### src/rtl/pkt_framer_tx.sv
// pkt_framer_tx
// Turns packet descriptors (a word count) into a stream of framed words.
// Each packet gets an 8-bit id that increments after every completed packet.
// Every word carries {pkt_id, word_idx}.
//
// Ports
//   clk             sole clock, rising edge
//   reset           synchronous, active-high
//   cfg_port_enable 1 = new descriptors may be accepted
//   req_val/req_len descriptor handshake and packet length in words
//   req_ready       descriptor accepted when req_val & req_ready
//   tx_ready        downstream accepts a word when val & tx_ready
//   val/sop/eop     word valid, first word, last word
//   data            {pkt_id[7:0], word_idx[7:0]}
//   len_err         one-cycle pulse after a zero-length descriptor is accepted
//   busy            high while a packet is being sent
//   pkt_cnt         completed packets, saturating at 0xFFFF
module pkt_framer_tx #(
    parameter int LEN_W = 8
) (
    input  logic             clk,
    input  logic             reset,
    input  logic             cfg_port_enable,
    input  logic             req_val,
    input  logic [LEN_W-1:0] req_len,
    output logic             req_ready,
    input  logic             tx_ready,
    output logic             val,
    output logic             sop,
    output logic             eop,
    output logic [15:0]      data,
    output logic             len_err,
    output logic             busy,
    output logic [15:0]      pkt_cnt
);

    typedef enum logic {
        IDLE,
        SEND
    } state_t;

    state_t           state;
    logic [7:0]       pkt_id;
    logic [LEN_W-1:0] word_idx;
    // Words still to send after the one currently presented.
    logic [LEN_W-1:0] words_left;

    logic             xfer;
    logic             last_xfer;
    logic             accept;
    logic             len_zero;
    logic [7:0]       start_id;
    logic [LEN_W-1:0] idx_inc;
    logic [7:0]       idx_inc_lo;

    assign xfer      = val & tx_ready;
    assign last_xfer = xfer & eop;

    // A new descriptor is taken in IDLE, or in the same cycle the final word
    // leaves. The second case gives back-to-back packets with no idle gap.
    assign req_ready = ~reset & cfg_port_enable &
                       ((state == IDLE) | ((state == SEND) & last_xfer));
    assign accept    = req_val & req_ready;
    assign len_zero  = (req_len == '0);

    // A packet started in the same cycle as an eop transfer must already use
    // the incremented id.
    assign start_id  = last_xfer ? (pkt_id + 8'd1) : pkt_id;
    assign idx_inc   = word_idx + LEN_W'(1);
    assign busy      = (state == SEND);

    generate
        if (LEN_W >= 8) begin : g_idx_wide
            assign idx_inc_lo = idx_inc[7:0];
        end else begin : g_idx_narrow
            assign idx_inc_lo = {{(8 - LEN_W){1'b0}}, idx_inc};
        end
    endgenerate

    always_ff @(posedge clk) begin
        if (reset) begin
            state      <= IDLE;
            val        <= 1'b0;
            sop        <= 1'b0;
            eop        <= 1'b0;
            data       <= 16'h0000;
            len_err    <= 1'b0;
            pkt_cnt    <= 16'h0000;
            pkt_id     <= 8'h00;
            word_idx   <= '0;
            words_left <= '0;
        end else begin
            len_err <= accept & len_zero;

            if (last_xfer) begin
                pkt_id <= pkt_id + 8'd1;
                if (pkt_cnt != 16'hFFFF) begin
                    pkt_cnt <= pkt_cnt + 16'd1;
                end
            end

            if (accept && !len_zero) begin
                state      <= SEND;
                val        <= 1'b1;
                sop        <= 1'b1;
                eop        <= (req_len == LEN_W'(1));
                data       <= {start_id, 8'h00};
                word_idx   <= '0;
                words_left <= req_len - LEN_W'(1);
            end else if (last_xfer) begin
                state      <= IDLE;
                val        <= 1'b0;
                sop        <= 1'b0;
                eop        <= 1'b0;
                data       <= 16'h0000;
                word_idx   <= '0;
                words_left <= '0;
            end else if (xfer) begin
                // The next word is last when exactly one word remains.
                sop        <= 1'b0;
                eop        <= (words_left == LEN_W'(1));
                data       <= {pkt_id, idx_inc_lo};
                word_idx   <= idx_inc;
                words_left <= words_left - LEN_W'(1);
            end
        end
    end

endmodule

### config.mk
export PLATFORM = sky130hd
export DESIGN_NAME = pkt_framer_tx
export DESIGN_NICKNAME = d
export VERILOG_FILES = /design/src/rtl/pkt_framer_tx.sv
export SDC_FILE = /design/constraint.sdc
export NUM_CORES = 1
export LEC_CHECK = 0
export ABC_AREA = 1
export CORE_AREA = 3 3 99 72
export CTS_BUF_LIST = sky130_fd_sc_hd__clkbuf_16
export DETAILED_ROUTE_END_ITERATION = 7
export DIE_AREA = 0 0 102 75
export HOLD_SLACK_MARGIN = 0.06
export PLACE_DENSITY = 0.78
export SLEW_MARGIN = 15
export SYNTH_ARGS = -nofsm -noshare
export SYNTH_HDL_FRONTEND = slang
export SYNTH_SLANG_ARGS = --single-unit
### constraint.sdc
create_clock -name clk -period 1.6 [get_ports clk]
set_clock_uncertainty 0.15 [all_clocks]
set_input_delay 0.32 -clock clk [delete_from_list [all_inputs] [get_ports clk]]
set_output_delay 0.32 -clock clk [all_outputs]
set_load 0.01 [all_outputs]
==> results of run 1 <==
per-layer routing:
metal	global-route usage, %	share of wire [%]	up-vias
li1	-	-	1671
met1	32.99	43	1614
met3	5.463	8.7	56
met2	38.52	44	221
met5	0	0	-
met4	8.443	4.2	0
power breakdown:
group	internal [mW]	total (mW)	leakage [nW]	switching [mW]
Clock	0.674	1.18	0.0796	0.505
Sequential	1.31	1.34	0.425	0.0286
Combinational	0.195	0.443	1.62	0.248
path summary, 6_finish.rpt:
path / startpoint / end / slack (ns) / cells after the start
setup / recovery: pkt_cnt[1] / pkt_cnt[14] / -0.05 / 10
hold / removal: sop / sop / 0.32 / 2
setup reg to reg: pkt_cnt[1] / pkt_cnt[14] / -0.05 / 10
hold reg to reg: sop / sop / 0.32 / 2
sequential cells by signal (all words and copies together) (netlist names):
signal / cells
busy: 1
pkt_id: 8
pkt_cnt: 16
word_idx: 8
sop: 1
len_err: 1
words_left: 8
eop: 1
data: 8
cells by family (layout without fill, tap and decap cells):
group	Yosys count	count (layout)	synth area share (%)
buffers and inverters	53	180	7.269
AOI/OAI and AO/OA	45	45	9.454
DFF	52	52	34.96
adders and majority gates	8	8	3.361
and+or+nand+nor	265	265	37.90
xor gates and xnor gates	24	24	7.059
metrics by stage:
stage	utilization (%)	power, mW	worst slack (ns)	area, um^2
after floorplan	-	1.565	0.004499	3000
after global placement	64.34	1.714	-0.4943	4019
after detailed placement	64.34	1.719	-0.5667	4019
after CTS	69.73	2.892	-0.02108	4355
after global routing	73.24	3.036	-0.1111	4574
final	73.24	2.959	-0.05274	4574
cells in the mapped netlist (2+ instances only):
master	instances	share of area (%)
nand2_1	125	16
nor2_1	76	9.6
dfxtp_1	52	35
inv_1	39	4.9
nand3_1	30	5.0
xor2_1	19	5.6
a21oi_1	16	2.7
a21oi_2	10	2.9
nor3_1	9	1.5
o21ai_0	9	1.5
ha_1	8	3.4
nand4_1	7	1.5
buf_2	5	0.84
xnor2_1	5	1.5
clkbuf_1	4	0.50
nand2_2	4	0.84
nor2_2	4	0.84
o21ai_1	3	0.50
a21boi_0	2	0.50
and2_1	2	0.42
inv_2	2	0.25
nand3b_1	2	0.50
nor2_4	2	0.76
cell type report:
cell class	count	area [um^2]	area share, %
flip-flops and latches	52	1062	23.22
well taps	78	97.59	2.133
repair buffers	131	1124	24.56
multi-input cells	342	1971	43.08
inverters	41	157.7	3.446
clock inverters	2	12.51	0.2735
clock buffers	6	150.1	3.282
cells in the final DEF, fill, tap and decap left out, drive strengths merged, types with 3 or more instances in the layout:
cell and instances:
a21boi 3, a21oi 26, buf 82, clkbuf 7, clkdlybuf4s15 5, dfxtp 52, dlygate4sd2 40, ha 8
inv 40, nand2 129, nand3 31, nand4 8, nor2 82, nor3 9, o21ai 13, xnor2 5
xor2 19
critical path, delay by kind of cell, from the launching register on:
family / cells / cell delay [ns]
compound gates: 1 / 0.05
fa+ha+maj: 1 / 0.15
buf+inv: 2 / 0.29
flops: 1 / 0.36
simple gates: 6 / 0.53
repair_timing:
action                                  in CTS  in global routing
gates cloned                                 1                  0
setup buffers                               13                  7
pin swaps                                    7                 24
endpoints found under the setup margin      83                 45
resized for setup                           89                 58
==> results.yml, run 1 <==
timing:
  hold_viol_final: 0
  worst_slew_pin_slew_ns: 0.4032
  fin_crit_sh_pct: 103.3
  final.setup.tns_ns: -0.5051
  setup_ws_ns: -0.05274
  finalSetupViolCount: 15
  whs_ns: 0.3195
  fmax_mhz: 605.1
  maxSlewHeadroom_pct: 73.12
  slew_viol_final: 0
  grt_setup_unrepaired: "yes"
  min_period_ns: 1.653
cells_and_area:
  nFillCells: 428
  nets: 594
  final_cells: 652
  syn_to_final_growth_pct: 53.61
  layout-drive-gt1-share_pct: 29.27
  n_antenna_cell: 0
placed_design:
  place_congestion: 0.9370
  dpl.cell_count: 626
  port_buffers: 50
  hpwl_mm: 6.217
synthesis:
  synth-edff-count: 0
  ys_types: 35
  synth_seq_cells: 52
  synth-seq-area-share_pct: 34.96
  synth_fp_nets: 468
  syn_inst: 447
  syn_area_um2: 2978
  ys_warn_count: 0
  postSynthAreaPerCell_um2: 6.662
  async_flop_share_pct: 0
  ys.flop_type: "dfxtp_1"
routing:
  wl_mm: 9.942
  num_vias: 3562
  viasPerCell: 5.463
  drc: 0
  drt-initial-drc-count: 351
  ant_nets: 0
  wl_per_cell_um: 15.25
  first_pass_iters: 6
outcome:
  status: "finished, violations left"
  failed_checks: "setup timing"
clock_network:
  cts.sink_count: 52
  hold_buffers: 0
  clock_path_buffers: 2
  worst_skew_pair.late_latency_ns: 0.30
  cts.clk_slew.worst_paths_ns: 0.07
  htreeDepth: 2
  cts_tree: "built"
  cts_buffers: 5
  cts_root_buffer: "clkbuf_16"
floorplan:
  initial_core_util_pct: 47.68
  fp.dieH_um: 75
  ios: 51
  die_x_um: 102
  dieArea_um2: 7650
  core_um2: 6246
  num_rows: 24
global_route:
  grt_pass1_wl_mm: 14.68
  grt_usage_pct: 24.31
  grt_overflow_total: 0
  grt_max_degree: 30
  grt_pass1_vias: 3168
  antenna_found_initial: 0
worst_setup_path:
  crit_fanout: 16
  criticalPathCategory: "reg -> reg"
  cpMostUsedCell: "nor2_4"
  slowest_delay_ns: 0.36
  cp.required_ns: 1.63
  startpoint_type: "flip-flop"
  cp-end-kind: "flip-flop"
  cp_cell_sequence: "ha_4 -> nand2_4 -> nor2_4 -> nand4_4 -> buf_6 -> nor2_4 -> nor2_4 -> buf_12 -> nand2_1 -> a21oi_2"
  crit_slowest_cell: "dfxtp_4"
  cp.arrival_ns: 1.68
worst_hold_path:
  holdCritPathClass: "reg -> reg"
pwr:
  p_leak_nw: 2.128
  pwr_density_cell_nw_per_um2: 646.9
  ir_worst_vdd_mv: 0.4110
run:
  drv_cap: 0
Power figures use the tool's default switching activity.
==> inputs of run 2 (changes only) <==
TNS_END_PERCENT = 1   (was unset)
==> run 2 against run 1 <==
  * The flow still finishes with violations (setup timing)
  * Cell area shrank 3.9%
  * Utilization shrank 2.8 points
  * Critical path depth shrank 1
  * Largest power group unchanged
  * Sequential power is essentially flat
  * Non-clock buffer count shrank 11
  * Largest cell class unchanged
  * Register-to-register slack lost 0.04 ns
  * First-iteration DRC count shrank 13%
  * Clock power is essentially flat
  * Maximum frequency shrank 2.1%
  * Clock-buffer cell count is the same
  * Via count shrank 4.3%
  * Hold slack lost 0.013 ns
==> results.yml, run 2 (synthesis gave the netlist of run 1 again) <==
outcome:
  status: "finished, violations left"
  failed_checks: "setup timing"
worst_setup_path:
  cp.required_ns: 1.68
  crit_fanout: 14
  cp-end-kind: "flip-flop"
  r2r_setup_slack_ns: -0.09
  startpoint_type: "flip-flop"
  criticalPathCategory: "reg -> reg"
  cp.arrival_ns: 1.77
  cp_cell_sequence: "ha_4 -> nand2_4 -> nor2_4 -> nand4_4 -> buf_4 -> o21ai_4 -> buf_12 -> nand2_1 -> a21oi_2"
  r2r-end: "pkt_cnt[14]"
  crit_slowest_cell: "dfxtp_4"
  timing.rr.start: "pkt_cnt[1]"
  slowest_delay_ns: 0.36
  reg2reg_depth: 9
timing:
  fmax_mhz: 592.1
  setup_ws_ns: -0.08881
  worst_slew_pin_slew_ns: 0.4090
  finalSetupViolCount: 20
  hold_viol_final: 0
  min_period_ns: 1.689
  maxSlewHeadroom_pct: 72.73
  final.setup.tns_ns: -1.039
  grt_setup_unrepaired: "yes"
  slew_viol_final: 0
  fin_crit_sh_pct: 105.6
cells_and_area:
  fin_util_pct: 70.39
  n_antenna_cell: 0
  final_cells: 641
  nFillCells: 484
  layout-drive-gt1-share_pct: 26.11
  largest_reg_flops: 16
  final_common_cell: "nand2_1"
  multiInputGateArea_um2: 1887
  final_cell_mix: "nand2_1 (117), nor2_1 (66), buf_4 (64)"
  syn_to_final_growth_pct: 47.65
  nets: 583
  top_register: "pkt_cnt"
  seq_area_um2: 1057
floorplan:
  initial_core_util_pct: 47.68
  fp.dieH_um: 75
  dieArea_um2: 7650
  die_x_um: 102
  num_rows: 24
  ios: 51
  core_um2: 6246
worst_hold_path:
  min_to: "len_err"
  hold_depth: 5
  holdCritPathClass: "in -> reg"
  min-delay-start: "cfg_port_enable"
routing:
  num_vias: 3409
  ant_nets: 0
  drt-initial-drc-count: 304
  wl_mm: 9.330
  viasPerCell: 5.318
  first_pass_iters: 5
  wl_per_cell_um: 14.56
  drc: 0
placed_design:
  hpwl_mm: 6.342
  dpl.cell_count: 628
  port_buffers: 50
  place_congestion: 0.8805
global_route:
  grt_pass1_wl_mm: 14.65
  grt_max_degree: 30
  grt_overflow_total: 0
  grt_usage_pct: 24.02
  antenna_found_initial: 0
  grt_pass1_vias: 3238
pwr:
  ir_worst_vdd_mv: 0.4509
  pwr_density_cell_nw_per_um2: 665.0
  finalPower_mw: 2.924
  p_leak_nw: 2.105
clock_network:
  cts_root_buffer: "clkbuf_16"
  clock_path_buffers: 2
  worst_skew_pair.late_latency_ns: 0.29
  cts.clk_slew.worst_paths_ns: 0.07
  cts_buffers: 5
  cts_tree: "built"
  cts.sink_count: 52
  htreeDepth: 2
  hold_buffers: 0
run:
  drv_cap: 0
run 2: changes by cell type in the layout (fill, tap and decap cells not counted), sizes merged:
cell	before	now
buf	82	71
dlymetal6s2s	2	8
clkdlybuf4s15	5	0
clkinv	2	0
clkbuf	7	6
clkinvlp	1	2
inv	40	41
run 2: per-stage QoR:
step	hold WS, ns	area (um^2)	worst slack [ns]
final	0.3067	4397	-0.08881
after global routing	0.3419	4397	-0.1759
after CTS	0.3323	4214	-0.1397
after detailed placement	0.3235	4034	-0.5369
after global placement	0.3055	4034	-0.5089
after floorplan	0.2495	2998	-0.003559
run 2: layout make-up:
class	count	share of cell area, %
tap	78	2.220
multi-input combinational	342	42.91
clock buffer	6	3.415
timing repair buffer	120	23.45
sequential	52	24.05
clock inverter	2	0.3699
inverter	41	3.586
run 2: worst max-delay path by stage:
stage / from / end / slack (ns)
floorplan: req_len[0] / words_left[6] / -0.004
global placement: tx_ready / req_ready / -0.51
detailed placement: tx_ready / data[12] / -0.54
CTS: req_len[1] / words_left[7] / -0.14
global route: pkt_id[0] / data[10] / -0.18
finish: pkt_cnt[1] / pkt_cnt[14] / -0.09
run 2: routing by layer:
metal | track usage, % | vias to the layer above | wire [um]
li1 | - | 1640 | -
met1 | 31.69 | 1585 | 4092
met2 | 40.46 | 166 | 4328
met3 | 4.352 | 18 | 762
met4 | 7.424 | 0 | 146
met5 | 0 | - | 0
run 2: what timing repair did:
action | 4_1_cts | 5_1_grt
setup endpoints to repair | 84 | 47
resized for setup | 64 | 45
setup buffers | 1 | 4
pin swaps | 18 | 17
hold endpoints to repair | 0 | 0
run 2: worst max-delay path, delay by kind of cell, from the launching register on:
kind | cells | cell delay (ns)
AO/OA/AOI/OAI | 2 | 0.27
adder cells (fa/ha/maj) | 1 | 0.15
buffers and inverters | 2 | 0.31
flip-flops | 1 | 0.36
AND/OR/NAND/NOR | 4 | 0.37
run 2: power breakdown:
group          switching (mW)  total (mW)  internal, mW
combinational           0.219       0.390         0.171
sequential             0.0244        1.33          1.31
clock                   0.518        1.20         0.682
==> inputs of run 3 (changes only) <==
CORE_AREA = 2 2 93 68   (was 3 3 99 72)
DIE_AREA = 0 0 95 70   (was 0 0 102 75)
PLACE_DENSITY = 0.82   (was 0.78)
clock period = 1.9 ns   (was 1.6 ns; I/O delays follow)
==> run 3 against run 2 <==
  * The run now ends clean
  * Total power down 20%
  * Critical path depth up 2
  * Cell area down 4.9%
  * Non-clock buffer count down 13
  * Largest cell class unchanged
==> results.yml, run 3 (synthesis gave the netlist of run 1 again) <==
clock_network:
  htreeDepth: 2
  cts.sink_count: 52
  cts_tree: "built"
  worst_skew_pair.late_latency_ns: 0.30
  cts_root_buffer: "clkbuf_16"
  cts.clk_slew.worst_paths_ns: 0.07
  cts_buffers: 5
  hold_buffers: 0
  clock_path_buffers: 2
routing:
  num_vias: 3244
  viasPerCell: 5.166
  drc: 0
  first_pass_iters: 5
  wl_mm: 8.011
  drt-initial-drc-count: 296
  wl_per_cell_um: 12.76
  ant_nets: 0
cells_and_area:
  final_cell_mix: "nand2_1 (119), nor2_1 (70), buf_4 (54)"
  nets: 570
  largest_reg_flops: 16
  final_common_cell: "nand2_1"
  layout-drive-gt1-share_pct: 20.00
  final_cells: 628
  n_antenna_cell: 0
  syn_to_final_growth_pct: 40.42
  nFillCells: 466
  seq_area_um2: 1042
  stdcell_area_um2: 4182
  multiInputGateArea_um2: 1787
  top_register: "pkt_cnt"
run:
  drv_cap: 0
outcome:
  status: "completed"
placed_design:
  dpl.cell_count: 618
  placed_area_um2: 3926
  place_congestion: 0.9024
  pre_cts_slack_ns: -0.3569
  hpwl_mm: 5.938
  port_buffers: 50
worst_setup_path:
  criticalPathCategory: "in -> reg"
  cp-end-kind: "flip-flop"
  crit_slowest_cell: "clkdlybuf4s50_1"
  cp.required_ns: 1.97
  critical_path_buf_inv_count: 4
  crit_fanout: 10
  startpoint_type: "input pin"
  cp.arrival_ns: 1.94
  critPathTopFamily: "buffers and inverters"
  slowest_delay_ns: 0.49
  cp_cell_sequence: "clkdlybuf4s50_1 -> inv_1 -> ha_1 -> nand2_2 -> nor2_4 -> inv_1 -> nand3_2 -> buf_6 -> nor2_1 -> nor2_1 -> a21oi_1"
timing:
  hold_viol_final: 0
  fin_crit_sh_pct: 98.58
  finalSetupViolCount: 0
  setup_ws_ns: 0.02705
  maxSlewHeadroom_pct: 65.83
  grt_setup_unrepaired: "yes"
  min_period_ns: 1.873
  fmax_mhz: 533.9
  final.setup.tns_ns: 0
  worst_slew_pin_slew_ns: 0.5087
  slew_viol_final: 0
global_route:
  grt_overflow_total: 0
  grt_pass1_vias: 2959
  grt_max_degree: 30
  antenna_found_initial: 0
  grt_usage_pct: 24.61
  grt_pass1_wl_mm: 13.21
floorplan:
  ios: 51
  num_rows: 24
  dieArea_um2: 6650
  die_x_um: 95
  initial_core_util_pct: 50.34
  fp.dieH_um: 70
  core_um2: 5916
pwr:
  p_leak_nw: 1.774
  finalPower_mw: 2.342
  ir_worst_vdd_mv: 0.4190
  pwr_density_cell_nw_per_um2: 560.1
worst_hold_path:
  holdCritPathClass: "reg -> reg"
-- run 3: area by class of cell --
cell class | instances | share of cell area [%]
timing repair buffer | 107 | 22.83
inverter | 41 | 3.680
multi-input combinational | 342 | 42.73
clock buffer | 5 | 2.992
clock inverter | 3 | 0.5087
tap | 78 | 2.334
sequential | 52 | 24.93
-- run 3: worst min-delay path, delay by kind of cell (launching register included) --
| family | cells | cell delay [ns] |
|---|---|---|
| flip-flops | 1 | 0.31 |
| AND/OR/NAND/NOR | 1 | 0.06 |
| AO/OA/AOI/OAI | 1 | 0.05 |
-- run 3: report_power, final --
| part | internal (mW) | switching (mW) |
|---|---|---|
| clock network | 0.491 | 0.415 |
| logic | 0.142 | 0.166 |
| registers | 1.11 | 0.0210 |
-- run 3: repair_timing --
action                                  4_1_cts  5_1_grt
endpoints found under the setup margin       22       38
resized for setup                             8       21
pin swaps                                     1        2
setup buffers                                 0        2
-- run 3: path summary, 6_finish.rpt --
check,to,start,cells after the start,slack (ns)
max,words_left[1],req_len[0],11,0.03
min,data[12],data[12],2,0.32
max reg2reg,pkt_cnt[1],pkt_cnt[0],10,0.08
min reg2reg,data[12],data[12],2,0.32
-- run 3: metal layers --
| metal | vias up | routed length [um] | GRT usage (%) |
|---|---|---|---|
| li1 | 1617 | - | - |
| met1 | 1481 | 3747 | 34.56 |
| met2 | 129 | 3563 | 39.64 |
| met3 | 17 | 592 | 3.991 |
| met4 | 0 | 107 | 5.958 |
| met5 | - | 0 | 0 |
-- run 3: stage by stage --
step	hold slack, ns	utilization (%)
floorplan	0.3076	-
global placement	0.3074	66.37
detailed placement	0.3116	66.37
CTS	0.3239	69.16
global route	0.3410	70.69
finish	0.3211	70.69
